**config.mk**
```make
export PLATFORM = sky130hd
export DESIGN_NAME = led_status_arbiter_flat
export DESIGN_NICKNAME = d
export VERILOG_FILES = /design/src/rtl/led_status_arbiter_if.sv /design/src/rtl/led_status_arbiter.sv /design/src/flat_wrapper.sv
export SDC_FILE = /design/constraint.sdc
export NUM_CORES = 1
export LEC_CHECK = 0
export BUFFER_PORTS_ARGS = -buffer_cell sky130_fd_sc_hd__buf_2
export CORE_UTILIZATION = 65
export DETAILED_ROUTE_END_ITERATION = 6
export PLACE_DENSITY = 0.83
export SKIP_CTS_REPAIR_TIMING = 1
export SYNTH_ARGS = -nofsm -noshare
export SYNTH_HDL_FRONTEND = slang
export SYNTH_SLANG_ARGS = --single-unit
export TNS_END_PERCENT = 100
```
**constraint.sdc**
```tcl
create_clock -name i_clk -period 5.66 [get_ports i_clk]
set_clock_uncertainty 0.05 [all_clocks]
set_input_delay 0.283 -clock i_clk [delete_from_list [all_inputs] [get_ports i_clk]]
set_output_delay 0.283 -clock i_clk [all_outputs]
set_load 0.05 [all_outputs]
```
**src/rtl/led_status_arbiter_if.sv**
```systemverilog
// Status-strobe inputs and LED outputs of the LED status arbiter.
// The master side drives the status strobes and watches the LEDs; the slave
// side is the arbiter itself.
interface led_status_arbiter_if;
    logic i_err_pulse;
    logic i_act_pulse;
    logic i_busy;
    logic i_clr;
    logic o_led_r;
    logic o_led_g;
    logic o_led_b;
    logic o_err_latched;

    modport master (
        output i_err_pulse, i_act_pulse, i_busy, i_clr,
        input  o_led_r, o_led_g, o_led_b, o_err_latched
    );

    modport slave (
        input  i_err_pulse, i_act_pulse, i_busy, i_clr,
        output o_led_r, o_led_g, o_led_b, o_err_latched
    );
endinterface

```
**src/rtl/led_status_arbiter.sv**
```systemverilog
// Drives the single active-low RGB LED from three status sources.
// Priority: latched error (blinking red), stretched activity (green), I2C busy (blue).
// Every output is a flop loaded from the next-state decode, so there is no
// combinational path from the status inputs to the LED pins.
module led_status_arbiter #(
    parameter int STRETCH_CYC = 1200000,
    parameter int BLINK_CYC   = 6000000
) (
    input logic                 i_clk,
    input logic                 i_res_n,
    led_status_arbiter_if.slave bus
);
    localparam int SW = $clog2(STRETCH_CYC + 1);
    // A one-cycle half-period still needs a 1-bit counter to hold its zero.
    localparam int BW = (BLINK_CYC > 1) ? $clog2(BLINK_CYC) : 1;
    localparam logic [SW-1:0] STRETCH_LOAD = SW'(STRETCH_CYC);
    localparam logic [BW-1:0] BLINK_LAST   = BW'(BLINK_CYC - 1);

    typedef enum logic [1:0] {
        IDLE = 2'd0,
        BUSY = 2'd1,
        ACT  = 2'd2,
        ERR  = 2'd3
    } state_t;

    state_t          state_reg, state_next;
    logic            err_reg, err_next;
    logic [SW-1:0]   stretch_reg, stretch_next;
    logic [BW-1:0]   blink_reg, blink_next;
    logic            phase_reg, phase_next;
    logic            led_r_reg, led_r_next;
    logic            led_g_reg, led_g_next;
    logic            led_b_reg, led_b_next;

    // Next error latch (set beats clear) and activity stretch count.
    always_comb begin
        err_next = err_reg;
        if (bus.i_err_pulse) begin
            err_next = 1'b1;
        end else if (bus.i_clr) begin
            err_next = 1'b0;
        end

        stretch_next = stretch_reg;
        if (bus.i_act_pulse) begin
            stretch_next = STRETCH_LOAD;
        end else if (stretch_reg != '0) begin
            stretch_next = stretch_reg - SW'(1);
        end
    end

    // Fixed-priority next state; derived only from next-cycle sources, so any
    // stray state encoding is overwritten on the following edge.
    always_comb begin
        state_next = IDLE;
        if (err_next) begin
            state_next = ERR;
        end else if (stretch_next != '0) begin
            state_next = ACT;
        end else if (bus.i_busy) begin
            state_next = BUSY;
        end
    end

    // Blink timing: restarts lit on ERR entry, free-runs while ERR persists.
    always_comb begin
        blink_next = '0;
        phase_next = 1'b0;
        if (state_next == ERR) begin
            if (state_reg != ERR) begin
                blink_next = '0;
                phase_next = 1'b1;
            end else if (blink_reg == BLINK_LAST) begin
                blink_next = '0;
                phase_next = ~phase_reg;
            end else begin
                blink_next = blink_reg + BW'(1);
                phase_next = phase_reg;
            end
        end
    end

    // LED levels decoded from the next state; at most one LED is ever lit.
    always_comb begin
        led_r_next = 1'b1;
        led_g_next = 1'b1;
        led_b_next = 1'b1;
        case (state_next)
            BUSY:    led_b_next = 1'b0;
            ACT:     led_g_next = 1'b0;
            ERR:     led_r_next = ~phase_next;
            default: ;
        endcase
    end

    // State register.
    always_ff @(posedge i_clk or negedge i_res_n) begin
        if (!i_res_n) begin
            state_reg <= IDLE;
        end else begin
            state_reg <= state_next;
        end
    end

    // Latch, counters and output flops; reset turns every LED off at once.
    always_ff @(posedge i_clk or negedge i_res_n) begin
        if (!i_res_n) begin
            err_reg     <= 1'b0;
            stretch_reg <= '0;
            blink_reg   <= '0;
            phase_reg   <= 1'b0;
            led_r_reg   <= 1'b1;
            led_g_reg   <= 1'b1;
            led_b_reg   <= 1'b1;
        end else begin
            err_reg     <= err_next;
            stretch_reg <= stretch_next;
            blink_reg   <= blink_next;
            phase_reg   <= phase_next;
            led_r_reg   <= led_r_next;
            led_g_reg   <= led_g_next;
            led_b_reg   <= led_b_next;
        end
    end

    assign bus.o_led_r       = led_r_reg;
    assign bus.o_led_g       = led_g_reg;
    assign bus.o_led_b       = led_b_reg;
    assign bus.o_err_latched = err_reg;
endmodule

```
**src/flat_wrapper.sv**
```systemverilog
// flat-port wrapper written by rule: the top's interface ports become plain ports
module led_status_arbiter_flat 
#(
    parameter int STRETCH_CYC = 1200000,
    parameter int BLINK_CYC   = 6000000
)
  (i_clk, i_res_n, bus_i_err_pulse, bus_i_act_pulse, bus_i_busy, bus_i_clr, bus_o_led_r, bus_o_led_g, bus_o_led_b, bus_o_err_latched);
  led_status_arbiter_if bus_i ();
  input logic i_clk;
  input logic i_res_n;
  input wire logic [$bits(bus_i.i_err_pulse)-1:0] bus_i_err_pulse;
  input wire logic [$bits(bus_i.i_act_pulse)-1:0] bus_i_act_pulse;
  input wire logic [$bits(bus_i.i_busy)-1:0] bus_i_busy;
  input wire logic [$bits(bus_i.i_clr)-1:0] bus_i_clr;
  output wire logic [$bits(bus_i.o_led_r)-1:0] bus_o_led_r;
  output wire logic [$bits(bus_i.o_led_g)-1:0] bus_o_led_g;
  output wire logic [$bits(bus_i.o_led_b)-1:0] bus_o_led_b;
  output wire logic [$bits(bus_i.o_err_latched)-1:0] bus_o_err_latched;
  assign bus_i.i_err_pulse = bus_i_err_pulse;
  assign bus_i.i_act_pulse = bus_i_act_pulse;
  assign bus_i.i_busy = bus_i_busy;
  assign bus_i.i_clr = bus_i_clr;
  assign bus_o_led_r = bus_i.o_led_r;
  assign bus_o_led_g = bus_i.o_led_g;
  assign bus_o_led_b = bus_i.o_led_b;
  assign bus_o_err_latched = bus_i.o_err_latched;
  led_status_arbiter #(.STRETCH_CYC(STRETCH_CYC), .BLINK_CYC(BLINK_CYC)) u_core (.i_clk(i_clk), .i_res_n(i_res_n), .bus(bus_i));
endmodule
```
==> results.txt, run 1 <==
Status = completed
Ant diodes = 0
Routed Antenna Nets = 0
Dpl cells = 337
Avg WL per Cell = 15.1 um
GRT met1 Usage = 40.3%
Vias in the first global route = 1821
Drt first pass iters = 4
Synth Instances = 290
DR iter-0 viols = 259
Commonest non-fill, non-tap cell in the layout = dfrtp_1
Avg Inst Size Synth = 9.55 um^2
Crit path buffers/inverters = 0
Critical path required time = 5.77 ns
Most frequent cells in the layout = 48 x dfrtp_1, 43 x nor2_1, 20 x xor2_1
Fin. max-slew vios = 0
Power Total = 0.750 mW
Vias/cell = 6.26
Sequential share of the synthesized area = 46.2%
Die ar. = 4520 um^2
Hold Fails Final Rpt = 0
YS warnings = 0
Root Driver = clkbuf_8
# rows = 23
Synth unique cells = 53
Sequence of cells on the critical path = or4_1 > nor4_1 > a21oi_1 > a211oi_1 > and4_4 > nand4_1
Remaining DRCs = 0
Most Crowded Layer GR = met1
I/O pin count = 10
FF+latch count, synth = 51
Pleak = 1.13 nW
# clock sinks = 51
RSZ-0062 raised after global routing = no
Clock H-tree levels = 2
Final net count = 302
Worst slew pin tran = 1.06 ns
Flip-flop count of the largest register after layout = 23
Initial antenna violation count = 0
HPWL after detailed placement = 3.66 mm
Period utilisation layout = 50.9%
Met2 Track Usage GR = 32.9%
Critical path fanouts, max = 7
Starting density of the core = 68.2%
Rel. slew slack = 29.1%
Crit path launch type = flop
Latest clock arrival within the worst-skew pair = 0.30 ns
Setup tns final = 0 ns
Post-Synthesis Cell Area = 2770 um^2
Critical path class = reg2reg
Critical path's top delay family = simple AND/OR/NAND/NOR gates
DP Worst Slack = 2.90 ns
Overall Global Routing Usage = 25.3%
Hold Crit Class = in2async
Synth Flop Type = dfrtp_1
Grt total ovfl = 0
Synthesized net count = 298
Area delta synth->final = 5.33%
Critical path endpoint category = flop
Core area = 4060 um^2
Final setup vio count = 0
EDFF count, synth = 0
Met3 usage = 5.91%
CTS tree = yes
CTS clk-pin slew, worst paths = 0.09 ns
Final RePlAce weighted congestion = 0.913
Setup ws final = 2.78 ns
Peak VDD IR = 127 uV
Largest net degree at the start of global routing = 52
Worst hold slack = 0.101 ns
Layout cell share with drive strength beyond 1 = 11.9%
Max-Cap Viols = 0
Fin crit period = 2.88 ns
CTS buffer count = 5
Synth async-reset ratio = 100%
PortBufs = 9
Slowest-stage cell, CP = nor4_1
Post-Route WL = 5.21 mm
Die height = 67.3 um
Via count = 2160
Crit-path max cell delay = 0.72 ns
Die span in x = 67.3 um
Fmax = 347 MHz
Fin cells = 345
CP arrival = 2.99 ns
Clock Path Buffers = 2
First-pass GRT wire length = 8.56 mm
Pwr Density = 257 nW/um^2
[final timing paths]
kind	startpoint	to	slack, ns	cells after the start
setup / recovery	u_core.stretch_reg[10]$_DFF_PN0_	u_core.state_reg[1]$_DFF_PN0_	2.78	6
hold / removal	i_res_n	u_core.stretch_reg[4]$_DFF_PN0_	0.10	1
setup reg to reg	u_core.stretch_reg[10]$_DFF_PN0_	u_core.state_reg[1]$_DFF_PN0_	2.78	6
hold reg to reg	u_core.state_reg[1]$_DFF_PN0_	u_core.phase_reg$_DFF_PN0_	0.44	1
max in group asynchronous	i_res_n	u_core.stretch_reg[19]$_DFF_PN0_	4.79	1
min in group i_clk	bus_i_err_pulse	u_core.bus.o_led_b$_DFF_PN1_	0.21	3
[per-layer routing]
layer / share of wire, % / routed length, um
met4: 1.4 / 73
met1: 49 / 2570
met5: 0 / 0
met3: 8.8 / 457
met2: 41 / 2120
[worst register-to-register path: stages (launching register included)]
cell	delay, ns
dfrtp_1	0.47
or4_1	0.65
nor4_1	0.72
a21oi_1	0.22
a211oi_1	0.26
and4_4	0.28
nand4_1	0.10
[synth_stat cells (2+ instances only)]
| cell | count | area (um^2) |
|---|---|---|
| nor4b_1 | 2 | 17.5 |
| or2_2 | 5 | 31.3 |
| a211o_1 | 2 | 17.5 |
| nand3_1 | 13 | 65.1 |
| xor2_1 | 20 | 175 |
| or4_1 | 5 | 37.5 |
| buf_2 | 3 | 15.0 |
| o31ai_1 | 3 | 22.5 |
| nor3_1 | 11 | 55.1 |
| nor3b_1 | 2 | 15.0 |
| dfrtp_1 | 48 | 1200 |
| dfstp_2 | 3 | 78.8 |
| xnor2_1 | 10 | 87.6 |
| a21oi_1 | 9 | 45.0 |
| nor4_1 | 13 | 81.3 |
| and3_1 | 6 | 37.5 |
| ha_1 | 2 | 25.0 |
| nand2b_1 | 4 | 25.0 |
| clkbuf_1 | 5 | 18.8 |
| buf_6 | 3 | 33.8 |
| inv_1 | 8 | 30.0 |
| nand4_1 | 13 | 81.3 |
| a211oi_1 | 2 | 15.0 |
| and4_1 | 2 | 17.5 |
| nor2_1 | 43 | 161 |
| or3_1 | 8 | 50.1 |
| nand2_1 | 14 | 52.6 |
| nand4b_1 | 2 | 17.5 |
| o21ai_0 | 5 | 25.0 |
[power by group]
| part | total (mW) | switching (mW) | internal, mW |
|---|---|---|---|
| Combinational | 0.0964 | 0.0624 | 0.0340 |
| Sequential | 0.399 | 0.0194 | 0.380 |
| Clock | 0.255 | 0.121 | 0.133 |
[per-stage QoR]
stage          cell area, um^2  utilization, %
2_1_floorplan             2770               -
3_3_place_gp              2800            69.0
3_5_place_dp              2800            69.0
4_1_cts                   2920            71.9
5_1_grt                   2920            71.9
6_report                  2920            71.9
[logic make-up after synthesis]
group / count (synthesis) / synth area share (%)
flip-flops: 51 / 46.2
AND/OR/NAND/NOR: 150 / 29.9
XOR/XNOR: 30 / 9.49
adder cells (fa/ha/maj): 2 / 0.904
AO/OA/AOI/OAI: 35 / 8.90
multiplexers: 2 / 0.768
buffers and inverters: 20 / 3.80
[cell type report]
type	count	area, um^2
multi-input combinational	219	1380
sequential	51	1280
fill	290	1140
clock buffer	5	68.8
tap	50	62.6
clock inverter	3	46.3
timing repair buffer	9	45.0
inverter	8	30.0
Power figures use the tool's default switching activity.
==> run 2, diff against run 1 <==
- ABC_AREA: not set -> 1
- CORE_UTILIZATION: 65 -> 56
- PLACE_DENSITY: 0.83 -> 0.76
- clock period: 5.66 -> 2.6 ns (I/O delays scaled with it)
==> results.txt, run 2 <==
Status = completed
Compound-Gate Fraction of Synth Area = 5.15%
Count leader, synth = nand2_1
Layout cell share with drive strength beyond 1 = 10.2%
YS warnings = 0
Mux contribution to synthesized area = 0%
Area delta synth->final = 7.74%
Remaining DRCs = 0
Routed Antenna Nets = 0
Commonest non-fill, non-tap cell in the layout = nand2_1
Vias/cell = 5.30
Commonest cells post-synth = 100 x nand2_1, 62 x nor2_1, 48 x dfrtp_1
Clock Path Buffers = 2
Rel. slew slack = 55.4%
Initial antenna violation count = 0
Fin. max-slew vios = 0
Synth Instances = 386
Sequential share of the synthesized area = 44.2%
Final setup vio count = 0
DR iter-0 viols = 159
Synth async-reset ratio = 100%
Ant diodes = 0
Crit path launch type = flop
Vias in the first global route = 2362
Fmax = 424 MHz
Hold Fails Final Rpt = 0
Synth Flop Type = dfrtp_1
Fin crit period = 2.36 ns
Critical path fanouts, max = 22
RSZ-0062 raised after global routing = no
Post-Synthesis Cell Area = 2890 um^2
I/O pin count = 10
Most frequent cells in the layout = 100 x nand2_1, 62 x nor2_1, 48 x dfrtp_1
HPWL after detailed placement = 4.77 mm
CTS buffer count = 5
Max-Cap Viols = 0
Avg WL per Cell = 13.2 um
Flip-flop count of the largest register after layout = 23
Die span in x = 73.9 um
CTS clk-pin slew, worst paths = 0.09 ns
Peak VDD IR = 313 uV
Critical path class = reg2reg
PortBufs = 9
Clock H-tree levels = 2
Pleak = 1.51 nW
Avg Inst Size Synth = 7.49 um^2
CTS tree = yes
Final RePlAce weighted congestion = 0.863
Pwr Density = 525 nW/um^2
Post-Synth Adder-Cell Area = 0.865%
Largest family of logic cells by synthesized area = simple AND/OR/NAND/NOR gates
Hold Crit Class = in2reg
Die ar. = 5460 um^2
FF+latch count, synth = 51
Synthesized net count = 394
CP arrival = 2.48 ns
# clock sinks = 51
Drt first pass iters = 4
Post-Route WL = 6.21 mm
Period utilisation layout = 90.7%
Simple-Gate Fraction of Synth Area = 39.4%
FILL cells = 419
EDFF count, synth = 0
Latest clock arrival within the worst-skew pair = 0.30 ns
# rows = 25
Post-synthesis xor/xnor area fraction = 2.72%
Largest net degree at the start of global routing = 25
Root Driver = clkbuf_8
Starting density of the core = 59.7%
Die height = 73.9 um
Grt total ovfl = 0
Synth area leaders = dfrtp_1 42%, nand2_1 13%, nor2_1 8.0%
Synth unique cells = 32
Worst slew pin tran = 0.668 ns
Critical path endpoint category = flop
Share of the synthesized area in the top cell type = 41.5%
Overall Global Routing Usage = 25.6%
First-pass GRT wire length = 10.4 mm
Via count = 2493
Cell accounting for the most synthesized area = dfrtp_1
Critical path required time = 2.72 ns
Core area = 4850 um^2
Setup tns final = 0 ns
Worst hold slack = 0.0183 ns
Final net count = 410
==> run 2: cell types whose count changed in the layout (fill, tap and decap cells not counted), sizes merged, moves of 11 or more <==
cell / before / now
nand2: 14 / 104
nor4: 14 / 3
nand3: 13 / 31
nor2: 43 / 73
inv: 9 / 47
xor2: 20 / 7
==> run 2: report_power, final <==
| group | internal (mW) | leakage, nW | switching, mW |
|---|---|---|---|
| clock | 0.218 | 0.0484 | 0.252 |
| sequential | 0.831 | 0.639 | 0.0382 |
| combinational | 0.0905 | 0.821 | 0.205 |
==> run 2: area by class of cell <==
type	count	area, um^2	share of cell area, %
Tap cell	67	83.8	2.69
Clock inverter	1	8.76	0.281
Clock buffer	7	86.3	2.77
Inverter	47	176	5.66
Timing Repair Buffer	14	87.6	2.81
Sequential cell	51	1280	41.1
Multi-Input combinational cell	283	1390	44.7
==> run 2: worst max-delay path: stages (launching register included) <==
cell and delay [ns]:
dfrtp_1 0.41, inv_1 0.14, ha_1 0.30, nand2_4 0.12, nor2_8 0.20, nand3_4 0.25
nand2_1 0.18, nand3_1 0.13, nor2_1 0.14, nand2_1 0.09, nor2_2 0.15, nand3_1 0.09
==> run 2: kinds of logic (layout without fill, tap and decap cells) <==
kind of cell / Yosys count / count (layout)
and+or+nand+nor: 245 / 245
adders and majority gates: 2 / 2
buffers and inverters: 52 / 69
DFF: 51 / 51
xor gates and xnor gates: 9 / 9
AOI/OAI and AO/OA: 27 / 27
==> run 2: path summary, 6_finish.rpt <==
| path | start | end | slack [ns] | cells past startpoint |
|---|---|---|---|---|
| min in group asynchronous | i_res_n | u_core.blink_reg[7]$_DFF_PN0_ | 0.24 | 2 |
| worst min register to register | u_core.blink_reg[0]$_DFF_PN0_ | u_core.blink_reg[0]$_DFF_PN0_ | 0.42 | 1 |
| worst max-delay path | u_core.stretch_reg[0]$_DFF_PN0_ | u_core.state_reg[1]$_DFF_PN0_ | 0.24 | 11 |
| max in group asynchronous | i_res_n | u_core.bus.o_led_r$_DFF_PN1_ | 1.56 | 3 |
| worst min-delay path | bus_i_act_pulse | u_core.stretch_reg[6]$_DFF_PN0_ | 0.02 | 2 |
| worst max register to register | u_core.stretch_reg[0]$_DFF_PN0_ | u_core.state_reg[1]$_DFF_PN0_ | 0.24 | 11 |
==> run 2: metal layers <==
metal / share of wire, % / vias to the layer above / GRT usage, %
met3: 3.2 / 10 / 4.66
li1: - / 1265 / -
met4: 1.5 / 0 / 10.3
met2: 50 / 52 / 44.2
met1: 45 / 1166 / 31.5
met5: 0 / - / 0
==> run 2: metrics by stage <==
| step | utilization [%] | setup slack [ns] | total power [mW] | instance area, um^2 | cells |
|---|---|---|---|---|---|
| 2_1_floorplan | - | 0.635 | 1.09 | 2890 | 386 |
| 3_3_place_gp | 61.9 | 0.375 | 1.17 | 3000 | 460 |
| 3_5_place_dp | 61.9 | 0.264 | 1.17 | 3000 | 460 |
| 4_1_cts | 63.9 | 0.256 | 1.65 | 3100 | 468 |
| 5_1_grt | 64.3 | 0.0558 | 1.72 | 3120 | 470 |
| 6_report | 64.3 | 0.242 | 1.64 | 3120 | 470 |
==> run 3, diff against run 2 <==
- ABC_AREA: 1 -> not set
- CORE_UTILIZATION: 56 -> 55
- PLACE_DENSITY: 0.76 -> 0.75
- REMOVE_ABC_BUFFERS: not set -> 1
- clock period: 2.6 -> 1.9 ns (I/O delays scaled with it)
==> results.txt, run 3 (same netlist as run 1, synthesis figures left out) <==
Setup ws final = -0.627 ns
Crit-path max cell delay = 0.55 ns
CTS buffer count = 5
Seq. cell area = 1280 um^2
Remaining DRCs = 0
I/O pin count = 10
Largest net degree at the start of global routing = 52
Failing checks = negative setup slack
Post-Route WL = 7.49 mm
Die ar. = 5320 um^2
Clock Path Buffers = 2
Crit path buffers/inverters = 1
Final net count = 375
Drt first pass iters = 4
Clock power share = 27.5%
Via count = 2608
Fmax = 396 MHz
Routed Antenna Nets = 0
Fin cells = 435
Vias/cell = 6.00
Pleak = 1.58 nW
Period utilisation layout = 133%
Power Total = 2.43 mW
# clock sinks = 51
Clock H-tree levels = 2
Final setup vio count = 22
Area of the multi-input gates = 1660 um^2
Area delta synth->final = 38.4%
Avg WL per Cell = 17.2 um
Commonest non-fill, non-tap cell in the layout = buf_4
Max-Cap Viols = 0
Dpl cells = 423
Sequence of cells on the critical path = buf_6 > or4_4 > or3_1 > a221o_1 > nor4_2 > nor4b_4 > nand3_1
Seq pwr share = 48.3%
# rows = 25
Overall Global Routing Usage = 25.8%
Sw Share = 29.6%
Slowest-stage cell, CP = or4_4
Ant diodes = 0
Layout cell share with drive strength beyond 1 = 38.0%
Combinational power share = 24.2%
DR iter-0 viols = 155
Critical path class = reg2reg
Crit path launch type = flop
Internal Power = 1.71 mW
Util after Layout = 80.1%
Critical path's top delay family = simple AND/OR/NAND/NOR gates
Hold Crit Class = in2reg
Starting density of the core = 57.9%
Die height = 73.0 um
Setup tns final = -6.53 ns
Vias in the first global route = 2393
Flip-flop count of the largest register after layout = 23
Latest clock arrival within the worst-skew pair = 0.31 ns
Pwr Density = 634 nW/um^2
Sw Pwr = 0.720 mW
Rel. slew slack = 62.0%
CP arrival = 2.68 ns
Root Driver = clkbuf_8
PortBufs = 9
CTS tree = yes
Initial antenna violation count = 0
Status = finished with violations
Worst hold slack = 0.0296 ns
Critical path required time = 2.06 ns
Final RePlAce weighted congestion = 0.881
Fin. max-slew vios = 0
Die span in x = 73.0 um
CTS clk-pin slew, worst paths = 0.10 ns
Fin crit period = 2.53 ns
First-pass GRT wire length = 10.6 mm
Core area = 4790 um^2
Hold Fails Final Rpt = 0
Critical path endpoint category = flop
FILL cells = 316
Most frequent cells in the layout = 55 x buf_4, 48 x dfrtp_1, 40 x nor2_1
Worst slew pin tran = 0.570 ns
RSZ-0062 raised after global routing = yes
Grt total ovfl = 0
Peak VDD IR = 552 uV
Critical path fanouts, max = 4
HPWL after detailed placement = 4.57 mm
run 3: changes by cell type in the layout (fill, tap and decap cells not counted), sizes merged, moves of 7 or more:
| cell | change |
|---|---|
| nand2 | -90 |
| inv | -39 |
| xnor2 | +8 |
| buf | +69 |
| nand3 | -18 |
| xor2 | +13 |
| nor4 | +11 |
| nand3b | -7 |
| nor2 | -30 |
| or3 | +8 |
run 3: tightest hold or removal path, cell delays in order:
cell	delay [ns]
buf_2	0.08
a21oi_1	0.09
nand3_1	0.09
run 3: layout make-up:
type,instances,area share [%]
repair buffers,82,17.7
clock buffers,6,2.16
flip-flops and latches,51,33.4
clock inverters,2,0.425
multi-input cells,219,43.4
inverters,8,0.784
well taps,67,2.19
run 3: power groups by stage:
stage	Sequential, mW	Clock, mW	Combinational [mW]
after CTS	1.16	0.682	0.439
after global routing	1.18	0.724	0.624
after detailed placement	1.18	0	0.436
after floorplan	1.22	0	0.176
final	1.17	0.668	0.587
after global placement	1.18	0	0.429
run 3: path summary, 6_finish.rpt:
kind                                                  from  slack, ns                               to  cells after the start
max                        u_core.stretch_reg[0]$_DFF_PN0_      -0.63     u_core.bus.o_led_b$_DFF_PN1_                      7
min                                        bus_i_err_pulse       0.03     u_core.bus.o_led_b$_DFF_PN1_                      3
max reg2reg                u_core.stretch_reg[0]$_DFF_PN0_      -0.63     u_core.bus.o_led_b$_DFF_PN1_                      7
min reg2reg                  u_core.state_reg[1]$_DFF_PN0_       0.44       u_core.phase_reg$_DFF_PN0_                      1
max in group asynchronous                          i_res_n       1.24     u_core.bus.o_led_b$_DFF_PN1_                      3
min in group asynchronous                          i_res_n       0.28  u_core.stretch_reg[6]$_DFF_PN0_                      3
run 3: through the flow:
step                setup slack, ns  instance area [um^2]
CTS                          -0.727                  3460
global placement             -0.612                  3370
global route                 -0.759                  3830
detailed placement           -0.673                  3370
finish                       -0.627                  3830
floorplan                    -0.619                  2690
run 3: metal layers:
| layer | vias up | global-route usage (%) | share of wire (%) |
|---|---|---|---|
| met5 | - | 0 | 0 |
| met4 | 0 | 8.06 | 2.9 |
| met3 | 26 | 3.59 | 4.2 |
| met2 | 97 | 45.6 | 52 |
| met1 | 1287 | 32.6 | 40 |
| li1 | 1198 | - | - |
